<file path="src/rtl/jstk_spi_responder_pkg.sv">
// Shared definitions for the PmodJSTK joystick SPI protocol.
//
// Contents:
//   JSTK_FRAME_BITS   bits in one joystick transaction (5 bytes)
//   JSTK_CMD_PREFIX   upper six bits of a valid LED command byte
//   JSTK_BYTE_*       byte positions inside the frame, byte 0 goes out first
//   jstkState_e       responder FSM states
//   jstkPackFrame()   builds the 40-bit reply frame from {x, y, buttons}. The
//                     master-side unpacker uses the same function, so both ends
//                     agree on the byte layout.
package jstk_spi_responder_pkg;

    localparam int         JSTK_FRAME_BITS = 40;
    localparam logic [5:0] JSTK_CMD_PREFIX = 6'b100000;

    localparam int JSTK_BYTE_XLO = 0;
    localparam int JSTK_BYTE_XHI = 1;
    localparam int JSTK_BYTE_YLO = 2;
    localparam int JSTK_BYTE_YHI = 3;
    localparam int JSTK_BYTE_BTN = 4;

    typedef enum logic [1:0] {
        WAIT_IDLE = 2'd0,
        IDLE      = 2'd1,
        ACTIVE    = 2'd2
    } jstkState_e;

    // Bit index of the MSB of byte 'idx'. The frame is sent MSB first, so
    // byte 0 sits in the top eight bits.
    function automatic int jstkByteMsb(input int idx);
        return JSTK_FRAME_BITS - 1 - 8 * idx;
    endfunction

    // The joystick reports 10-bit positions as a low byte followed by a byte
    // that holds only the top two bits.
    function automatic logic [JSTK_FRAME_BITS-1:0] jstkPackFrame(
        input logic [9:0] x,
        input logic [9:0] y,
        input logic [2:0] btn
    );
        logic [JSTK_FRAME_BITS-1:0] frame;
        frame = '0;
        frame[jstkByteMsb(JSTK_BYTE_XLO) -: 8] = x[7:0];
        frame[jstkByteMsb(JSTK_BYTE_XHI) -: 8] = {6'b000000, x[9:8]};
        frame[jstkByteMsb(JSTK_BYTE_YLO) -: 8] = y[7:0];
        frame[jstkByteMsb(JSTK_BYTE_YHI) -: 8] = {6'b000000, y[9:8]};
        frame[jstkByteMsb(JSTK_BYTE_BTN) -: 8] = {5'b00000, btn};
        return frame;
    endfunction

endpackage

</file>
<file path="src/rtl/jstk_spi_responder_in_sync.sv">
// spi_in_sync: multi-stage synchronizer with an edge detector, used for each
// asynchronous SPI pin coming into the system clock domain.
//
// Ports:
//   clk      system clock
//   clr_n    asynchronous active-low reset
//   din_i    raw asynchronous input pin
//   level_o  synchronized level
//   rise_o   one-cycle pulse on a synchronized 0->1 transition
//   fall_o   one-cycle pulse on a synchronized 1->0 transition
//
// STAGES must be at least 2.
module spi_in_sync #(
    parameter int STAGES = 2
) (
    input  logic clk,
    input  logic clr_n,
    input  logic din_i,
    output logic level_o,
    output logic rise_o,
    output logic fall_o
);

    logic [STAGES-1:0] chain_q;
    logic              prev_q;

    // The synchronizer chain resets to 0, so after reset SS reads low until
    // its real level has propagated. The responder waits for SS high before
    // it accepts a frame.
    // prev_q holds the previous synchronized level and is used for edge
    // detection.
    always_ff @(posedge clk or negedge clr_n) begin
        if (!clr_n) begin
            chain_q <= '0;
            prev_q  <= 1'b0;
        end else begin
            chain_q <= {chain_q[STAGES-2:0], din_i};
            prev_q  <= chain_q[STAGES-1];
        end
    end

    assign level_o = chain_q[STAGES-1];
    assign rise_o  = chain_q[STAGES-1] & ~prev_q;
    assign fall_o  = ~chain_q[STAGES-1] & prev_q;

endmodule

</file>
<file path="src/rtl/jstk_spi_responder.sv">
// jstk_spi_responder: emulates a PmodJSTK joystick as an SPI mode-0 slave.
// It returns X/Y/button data in the 5-byte joystick frame and decodes the
// master's LED command byte. SS, SCLK and MOSI are oversampled in the clk
// domain, so clk must run at 8x SCLK or faster.
//
// Ports:
//   clk         system clock
//   clr_n       asynchronous active-low reset
//   SS          slave select from the master, active low
//   SCLK        SPI clock from the master (mode 0)
//   MOSI        master-out data
//   MISO        slave-out data, driven to 0 outside a frame
//   x_pos       10-bit X value to report
//   y_pos       10-bit Y value to report
//   buttons     {btn2, btn1, stick_press}
//   led         LED bits from the last valid command byte
//   frame_done  one-cycle pulse when a frame of exactly FRAME_BITS bits ends
//   frame_err   one-cycle pulse when a frame of any other length ends
module jstk_spi_responder
    import jstk_spi_responder_pkg::*;
#(
    parameter int SYNC_STAGES = 2,
    parameter int FRAME_BITS  = 40
) (
    input  logic       clk,
    input  logic       clr_n,
    input  logic       SS,
    input  logic       SCLK,
    input  logic       MOSI,
    output logic       MISO,
    input  logic [9:0] x_pos,
    input  logic [9:0] y_pos,
    input  logic [2:0] buttons,
    output logic [1:0] led,
    output logic       frame_done,
    output logic       frame_err
);

    localparam logic [5:0] FrameCount = 6'(FRAME_BITS);
    localparam logic [5:0] CountMax   = 6'h3F;

    logic ssLevel, ssRise, ssFall;
    logic sclkLevel, sclkRise, sclkFall;
    logic mosiLevel, mosiRise, mosiFall;
    logic unusedSyncBits;

    jstkState_e                 state_q, state_d;
    logic [JSTK_FRAME_BITS-1:0] txShift_q, txShift_d;
    logic [JSTK_FRAME_BITS-1:0] rxShift_q, rxShift_d;
    logic [5:0]                 bitCount_q, bitCount_d;
    logic                       miso_q, miso_d;
    logic [1:0]                 led_q, led_d;
    logic                       done_q, done_d;
    logic                       err_q, err_d;

    spi_in_sync #(.STAGES(SYNC_STAGES)) uSyncSs (
        .clk     (clk),
        .clr_n   (clr_n),
        .din_i   (SS),
        .level_o (ssLevel),
        .rise_o  (ssRise),
        .fall_o  (ssFall)
    );

    spi_in_sync #(.STAGES(SYNC_STAGES)) uSyncSclk (
        .clk     (clk),
        .clr_n   (clr_n),
        .din_i   (SCLK),
        .level_o (sclkLevel),
        .rise_o  (sclkRise),
        .fall_o  (sclkFall)
    );

    spi_in_sync #(.STAGES(SYNC_STAGES)) uSyncMosi (
        .clk     (clk),
        .clr_n   (clr_n),
        .din_i   (MOSI),
        .level_o (mosiLevel),
        .rise_o  (mosiRise),
        .fall_o  (mosiFall)
    );

    // The SCLK level and the MOSI edges are not needed. The SPI logic uses
    // only SCLK edges and the sampled MOSI level.
    assign unusedSyncBits = ^{sclkLevel, mosiRise, mosiFall};

    // State register for the FSM, the shift registers, the bit counter and
    // all registered outputs. A reset mid-frame drops everything and the FSM
    // waits for SS to go high again.
    always_ff @(posedge clk or negedge clr_n) begin
        if (!clr_n) begin
            state_q    <= WAIT_IDLE;
            txShift_q  <= '0;
            rxShift_q  <= '0;
            bitCount_q <= '0;
            miso_q     <= 1'b0;
            led_q      <= 2'b00;
            done_q     <= 1'b0;
            err_q      <= 1'b0;
        end else begin
            state_q    <= state_d;
            txShift_q  <= txShift_d;
            rxShift_q  <= rxShift_d;
            bitCount_q <= bitCount_d;
            miso_q     <= miso_d;
            led_q      <= led_d;
            done_q     <= done_d;
            err_q      <= err_d;
        end
    end

    // Next-state logic for the frame FSM.
    // In ACTIVE, ss_rise is checked first, so an SCLK edge in the same cycle
    // is dropped. An ss_fall in IDLE only starts the frame, so an SCLK rise
    // in the same cycle is ignored.
    // The reply data is copied when the frame starts, so later changes to
    // x_pos/y_pos/buttons do not affect the current frame.
    // A falling edge before the first rise is ignored. Without this, bit 39
    // would be lost when SCLK idles high.
    always_comb begin
        state_d    = state_q;
        txShift_d  = txShift_q;
        rxShift_d  = rxShift_q;
        bitCount_d = bitCount_q;
        miso_d     = miso_q;
        led_d      = led_q;
        done_d     = 1'b0;
        err_d      = 1'b0;

        case (state_q)
            WAIT_IDLE: begin
                miso_d = 1'b0;
                if (ssLevel) begin
                    state_d = IDLE;
                end
            end

            IDLE: begin
                miso_d = 1'b0;
                if (ssFall) begin
                    txShift_d  = jstkPackFrame(x_pos, y_pos, buttons);
                    rxShift_d  = '0;
                    bitCount_d = '0;
                    miso_d     = txShift_d[JSTK_FRAME_BITS-1];
                    state_d    = ACTIVE;
                end
            end

            ACTIVE: begin
                if (ssRise) begin
                    state_d = IDLE;
                    miso_d  = 1'b0;
                    if (bitCount_q == FrameCount) begin
                        done_d = 1'b1;
                        if (rxShift_q[JSTK_FRAME_BITS-1 -: 6] == JSTK_CMD_PREFIX) begin
                            led_d = rxShift_q[JSTK_FRAME_BITS-7 -: 2];
                        end
                    end else begin
                        err_d = 1'b1;
                    end
                end else if (sclkRise) begin
                    rxShift_d = {rxShift_q[JSTK_FRAME_BITS-2:0], mosiLevel};
                    if (bitCount_q != CountMax) begin
                        bitCount_d = bitCount_q + 6'd1;
                    end
                end else if (sclkFall && (bitCount_q != 6'd0)) begin
                    txShift_d = {txShift_q[JSTK_FRAME_BITS-2:0], 1'b0};
                    miso_d    = txShift_d[JSTK_FRAME_BITS-1];
                end
            end

            default: begin
                state_d = WAIT_IDLE;
                miso_d  = 1'b0;
            end
        endcase
    end

    assign MISO       = miso_q;
    assign led        = led_q;
    assign frame_done = done_q;
    assign frame_err  = err_q;

endmodule

</file>
<file path="config.mk">
export PLATFORM = sky130hd
export DESIGN_NAME = jstk_spi_responder
export DESIGN_NICKNAME = d
export VERILOG_FILES = /design/src/rtl/jstk_spi_responder_pkg.sv /design/src/rtl/jstk_spi_responder_in_sync.sv /design/src/rtl/jstk_spi_responder.sv
export SDC_FILE = /design/constraint.sdc
export NUM_CORES = 1
export LEC_CHECK = 0
export ABC_CLOCK_PERIOD_IN_PS = 2100
export BUFFER_PORTS_ARGS = -buffer_cell sky130_fd_sc_hd__buf_2
export CAP_MARGIN = 20
export CORE_UTILIZATION = 35
export CTS_CLUSTER_DIAMETER = 80
export CTS_CLUSTER_SIZE = 25
export DETAILED_ROUTE_END_ITERATION = 10
export GPL_TIMING_DRIVEN = 0
export SYNTH_ARGS = -nofsm -noshare
export SYNTH_HDL_FRONTEND = slang
export SYNTH_SLANG_ARGS = --single-unit
export TNS_END_PERCENT = 100
</file>
<file path="constraint.sdc">
create_clock -name clk -period 2.1 [get_ports clk]
set_input_delay 0.21 -clock clk [delete_from_list [all_inputs] [get_ports clk]]
set_output_delay 0.21 -clock clk [all_outputs]
set_load 0.01 [all_outputs]
</file>
# After elaboration in Yosys (flattened, before gate mapping)
# Index checks and enable logic that the tools add are counted.
# totals
reg_bits,100
input_bits,28
output_inout_bits,5
elab_cells,76
# op_classes
n_addsub,1
eq_ne,15
mux,29
n_bitwise,8
reduce_logical,10
# op_table
cell,n
two-way mux 39 bit,4
two-way mux 40 bit,3
one-hot mux 40 bit (2 select lines),1
one-hot mux 39 bit (2 select lines),1
two-way mux 6 bit,4
!= test 2 bit (second input constant),7
equality test 6 bit (second input constant),2
one-hot mux 6 bit (2 select lines),1
two-way mux 1 bit,10
AND reduction 5 bit,2
AND reduction 4 bit,2
adder 6 x 1 -> 6 bit (second input constant),1
two-way mux 2 bit,3
!= test 3 bit (second input constant),2
!= test 6 bit (second input constant),1
one-hot mux 2 bit (3 select lines),1
nonzero test 6 bit,1
bitwise AND 1 bit,4
inverter 1 bit,4
AND reduction 3 bit,1
equality test 2 x 1 -> 1 bit (second input constant),1
equality test 2 bit (second input constant),1
zero test 2 bit,1
!= test 2 x 1 -> 1 bit (second input constant),1
other kinds (4),4

# Depth between registers and ports, before layout
# logic_depth
ltp_word,7
ltp_mapped,9
ltp_nobuf,6

# Modules after synthesis
# A second synthesis with hierarchy kept.
# hier_totals
cells_unflattened,386
hier_area_um2,4425.5
# modules_own_cells
mod,instances,cells_each,area_each_um2
jstk_spi_responder,1,371,4155.2
spi_in_sync,3,5,90.1

# Least setup slack after synthesis
# No wires, ideal clock.
# synth_timing
path_type,register to register
start,register bitCount_q[0]
end,register txShift_q[16]
setup_ns,0.123
t_arrival_ns,1.879
required_time_ns,1.977
slack_ns,0.098
stages_incl_launch_ff,8
synth_period_minus_slack_ns,2.002
path_cell_list,dfrtp_1 > inv_1 > ha_1 > or3b_4 > o311a_4 > a31o_4 > buf_6 > o221a_1
# synth_between
elab_chain_len,4
# synth_lines
element,line,source
start: declaration,jstk_spi_responder.sv:50,"logic [5:0] bitCount_q, bitCount_d;"
start signal: assignment,jstk_spi_responder.sv:104,bitCount_q <= bitCount_d;
nonzero test 6 bit,jstk_spi_responder.sv:166,end else if (sclkFall && (bitCount_q != 6'd0)) begin
logical AND 1 bit,jstk_spi_responder.sv:166,
!= test 2 bit (no source line),--,
AND reduction 5 bit (no source line),--,
end signal: assignment,jstk_spi_responder.sv:102,txShift_q <= txShift_d;
end: declaration,jstk_spi_responder.sv:48,"logic [JSTK_FRAME_BITS-1:0] txShift_q, txShift_d;"
# Every way passes these cells.
# A chain may end at the register's enable or synchronous reset.

# Final worst setup path
# layout_timing
start,register bitCount_q[0]
end,register txShift_q[35]
# The elaborated chain is that of the path after synthesis.

==> results.tsv <==
metric	value	unit
HP Class	in2reg	
Fill cells	1239	
Post-DP HPWL	6474	um
Post-Syn Area per Cell	10.56	um^2
Worst setup SP type	register	
remaining global-route overflow	0	
global-route usage over all layers	0.1623	
largest net degree at the start of global routing	69	
R2R depth	7	
count of different cell masters after synthesis	48	
Worst-path clk slew	0.07	ns
Reg area	2502	um^2
Post-synth ARST share	1.000	
status	finished, final reports clean	
Synth Cell Area	4571	um^2
fin cells	675	
worst r2r src	bitCount_q[0]$_DFFE_PN0P_	
clk_lat worst skew	0.34	ns
layout cells sized above 1	0.2485	
CP max FO	5	
Worst Setup Slack, final	0.02261	ns
DRT iter0 DRCs	216	
DRC viols	0	
CP Capture Type	register	
Hold WS	0.2105	ns
Die Area	13520	um^2
initial antenna violation count	0	
Starting Density	0.3607	
R2R setup slack	0.02	ns
first-pass GRT wire length	17150	um
Ys Warns	0	
RSZ-0062 raised after global routing	true	
Final setup violation count	0	
std cell rows	41	
Port Buf Inserts	32	
Max VDD drop	0.0004666	V
Max-Cap Viols	0	
die height	116.3	um
biggest area consumer among synthesized cells	dfrtp_1	
Crit path required time	2.32	ns
number of global-route vias before repair	3498	
via count	3625	
actual slew at the worst max-slew pin	0.4595	ns
Placed Area	4976	um^2
FF+latch count, synth	100	
CTS sink count	100	
Slew Viols, Final	0	
Seq/Total Area, Yosys	0.5475	
P&R area growth vs syn	20.94	%
Final nets	533	
CTS tree	yes	
crit path from	bitCount_q[0]$_DFFE_PN0P_	
critical path class	reg2reg	
Synth area leaders	dfrtp_1 (55%), nand4_1 (8.1%), o21ai_0 (5.5%)	
Top Ports	33	
Routed WL per cell	15.18	um
vias per std cell	5.370	
Gate Count Post-Synth	433	
final wirelength	10250	um
Worst Setup EP	txShift_q[35]$_DFFE_PN0P_	
Hold Vio Cnt, Final	0	
R2R Path End	txShift_q[35]$_DFFE_PN0P_	
Die X	116.3	um
final period utilization	0.9892	
H-tree levels	3	
syn nets	467	
n_diodes	0	
Post-synth EDFFs	0	
Clock Tree Root	clkbuf_16	
Final min period	2.077	ns
overall power	5.557	mW
Synth top area share	0.5475	
most frequent cells after synthesis	dfrtp_1 (100), nand2_1 (60), nand4_1 (59)	
leak pwr	2.376	nW
most numerous cell in the Yosys netlist	dfrtp_1	
Multi-input gate area	1887	um^2
Worst Skew	0.008679	ns
placed insts	638	
cell area after layout	5528	um^2
Fin Setup TNS	0	ns
Pre-Repair DR Iteration Count	6	
WP data arrival	2.30	ns
worst slack, placed	-0.1992	ns
total core area	12670	um^2
dominant synthesized flop cell	dfrtp_1	
Slew HR	0.6936	
power density cells	1005	nW/um^2
ANT nets after route	0	
cts bufs inserted	9	
Fmax	481.4	MHz
Final Util	0.4363	
RePlAce Congestion	0.8265	
clock buffer depth	2	
area by class of cell:
cell class                      instances  share of cell area
Tap cell                              172             0.03893
Timing Repair Buffer                   56             0.06949
Clock inverter                          4            0.004753
Multi-Input combinational cell        284              0.3413
Buffer                                 38             0.04210
Clock buffer                           11             0.04391
Inverter                               10            0.006790
Sequential cell                       100              0.4527
worst max-delay path, stage by stage, from the launching register on:
cell and delay, ns:
dfrtp_1 0.40, inv_2 0.09, ha_4 0.12, or3b_4 0.38
o311a_4 0.34, a31o_4 0.28, buf_6 0.14, o221a_1 0.22
cells by family (layout without fill, tap and decap cells):
family,count (synthesis),in the layout,share of synthesized area
adder cells (fa/ha/maj),6,6,0.01642
AND/OR/NAND/NOR,173,173,0.2067
multiplexers,5,5,0.01286
buffers and inverters,49,119,0.05119
AO/OA/AOI/OAI,100,100,0.1653
flip-flops,100,100,0.5475
worst min path at each step:
stage	from	endpoint	slack (ns)	cells after the start
CTS	buttons[0]	txShift_q[0]$_DFFE_PN0P_	0.19	3
finish	buttons[0]	txShift_q[0]$_DFFE_PN0P_	0.21	3
detailed placement	clr_n	bitCount_q[3]$_DFFE_PN0P_	0.19	1
global route	buttons[0]	txShift_q[0]$_DFFE_PN0P_	0.22	3
floorplan	clr_n	MISO$_DFFE_PN0P_	-0.09	0
global placement	SCLK	uSyncSclk.chain_q[0]$_DFF_PN0_	0.32	1
flip-flops by register name, indices dropped and copies added (netlist names):
| register | count |
|---|---|
| rxShift_q | 40 |
| uSyncSs.prev_q | 1 |
| uSyncSclk.chain_q | 2 |
| uSyncSclk.prev_q | 1 |
| txShift_q | 39 |
| bitCount_q | 6 |
| led | 2 |
| frame_done | 1 |
| uSyncSs.chain_q | 2 |
| MISO | 1 |
| frame_err | 1 |
| uSyncMosi.chain_q | 2 |
| state_q | 2 |
power by group:
part | internal [mW] | switching [mW]
logic | 0.714 | 0.929
registers | 2.21 | 0.176
clock network | 0.828 | 0.703
total | 3.75 | 1.81
repair_timing:
item,CTS,global route
setup buffers,15,3
resized for setup,22,27
pin swaps,13,15
hold endpoints to repair,35,0
gates cloned,2,0
setup endpoints to repair,44,85
hold buffers,4,0
cell usage in the layout, fill, tap and decap left out, drive strengths merged, types with 2 or more instances in the layout:
cell type    Yosys  routed
a221o            2       2
a31o             2       2
a31oi            2       2
a41o             2       2
and3             6       6
buf             13      65
clkbuf          26      36
clkinv           0       3
dfrtp          100     100
dlygate4sd3      0       4
ha               6       6
inv             10      10
mux2             4       4
nand2           60      60
nand2b          22      22
nand3            6       6
nand3b           3       3
nand4           59      59
nor2             4       4
nor2b            4       4
nor3             3       3
o21ai           60      60
o221a           21      21
o31ai            2       2
metal layers:
| metal | track usage | vias up | part of all wire |
|---|---|---|---|
| met1 | 0.2263 | 1792 | 0.50 |
| li1 | - | 1725 | - |
| met3 | 0.03944 | 15 | 0.041 |
| met5 | 0 | - | 0 |
| met2 | 0.2446 | 93 | 0.45 |
| met4 | 0.05983 | 0 | 0.016 |
Power figures use the tool's default switching activity.
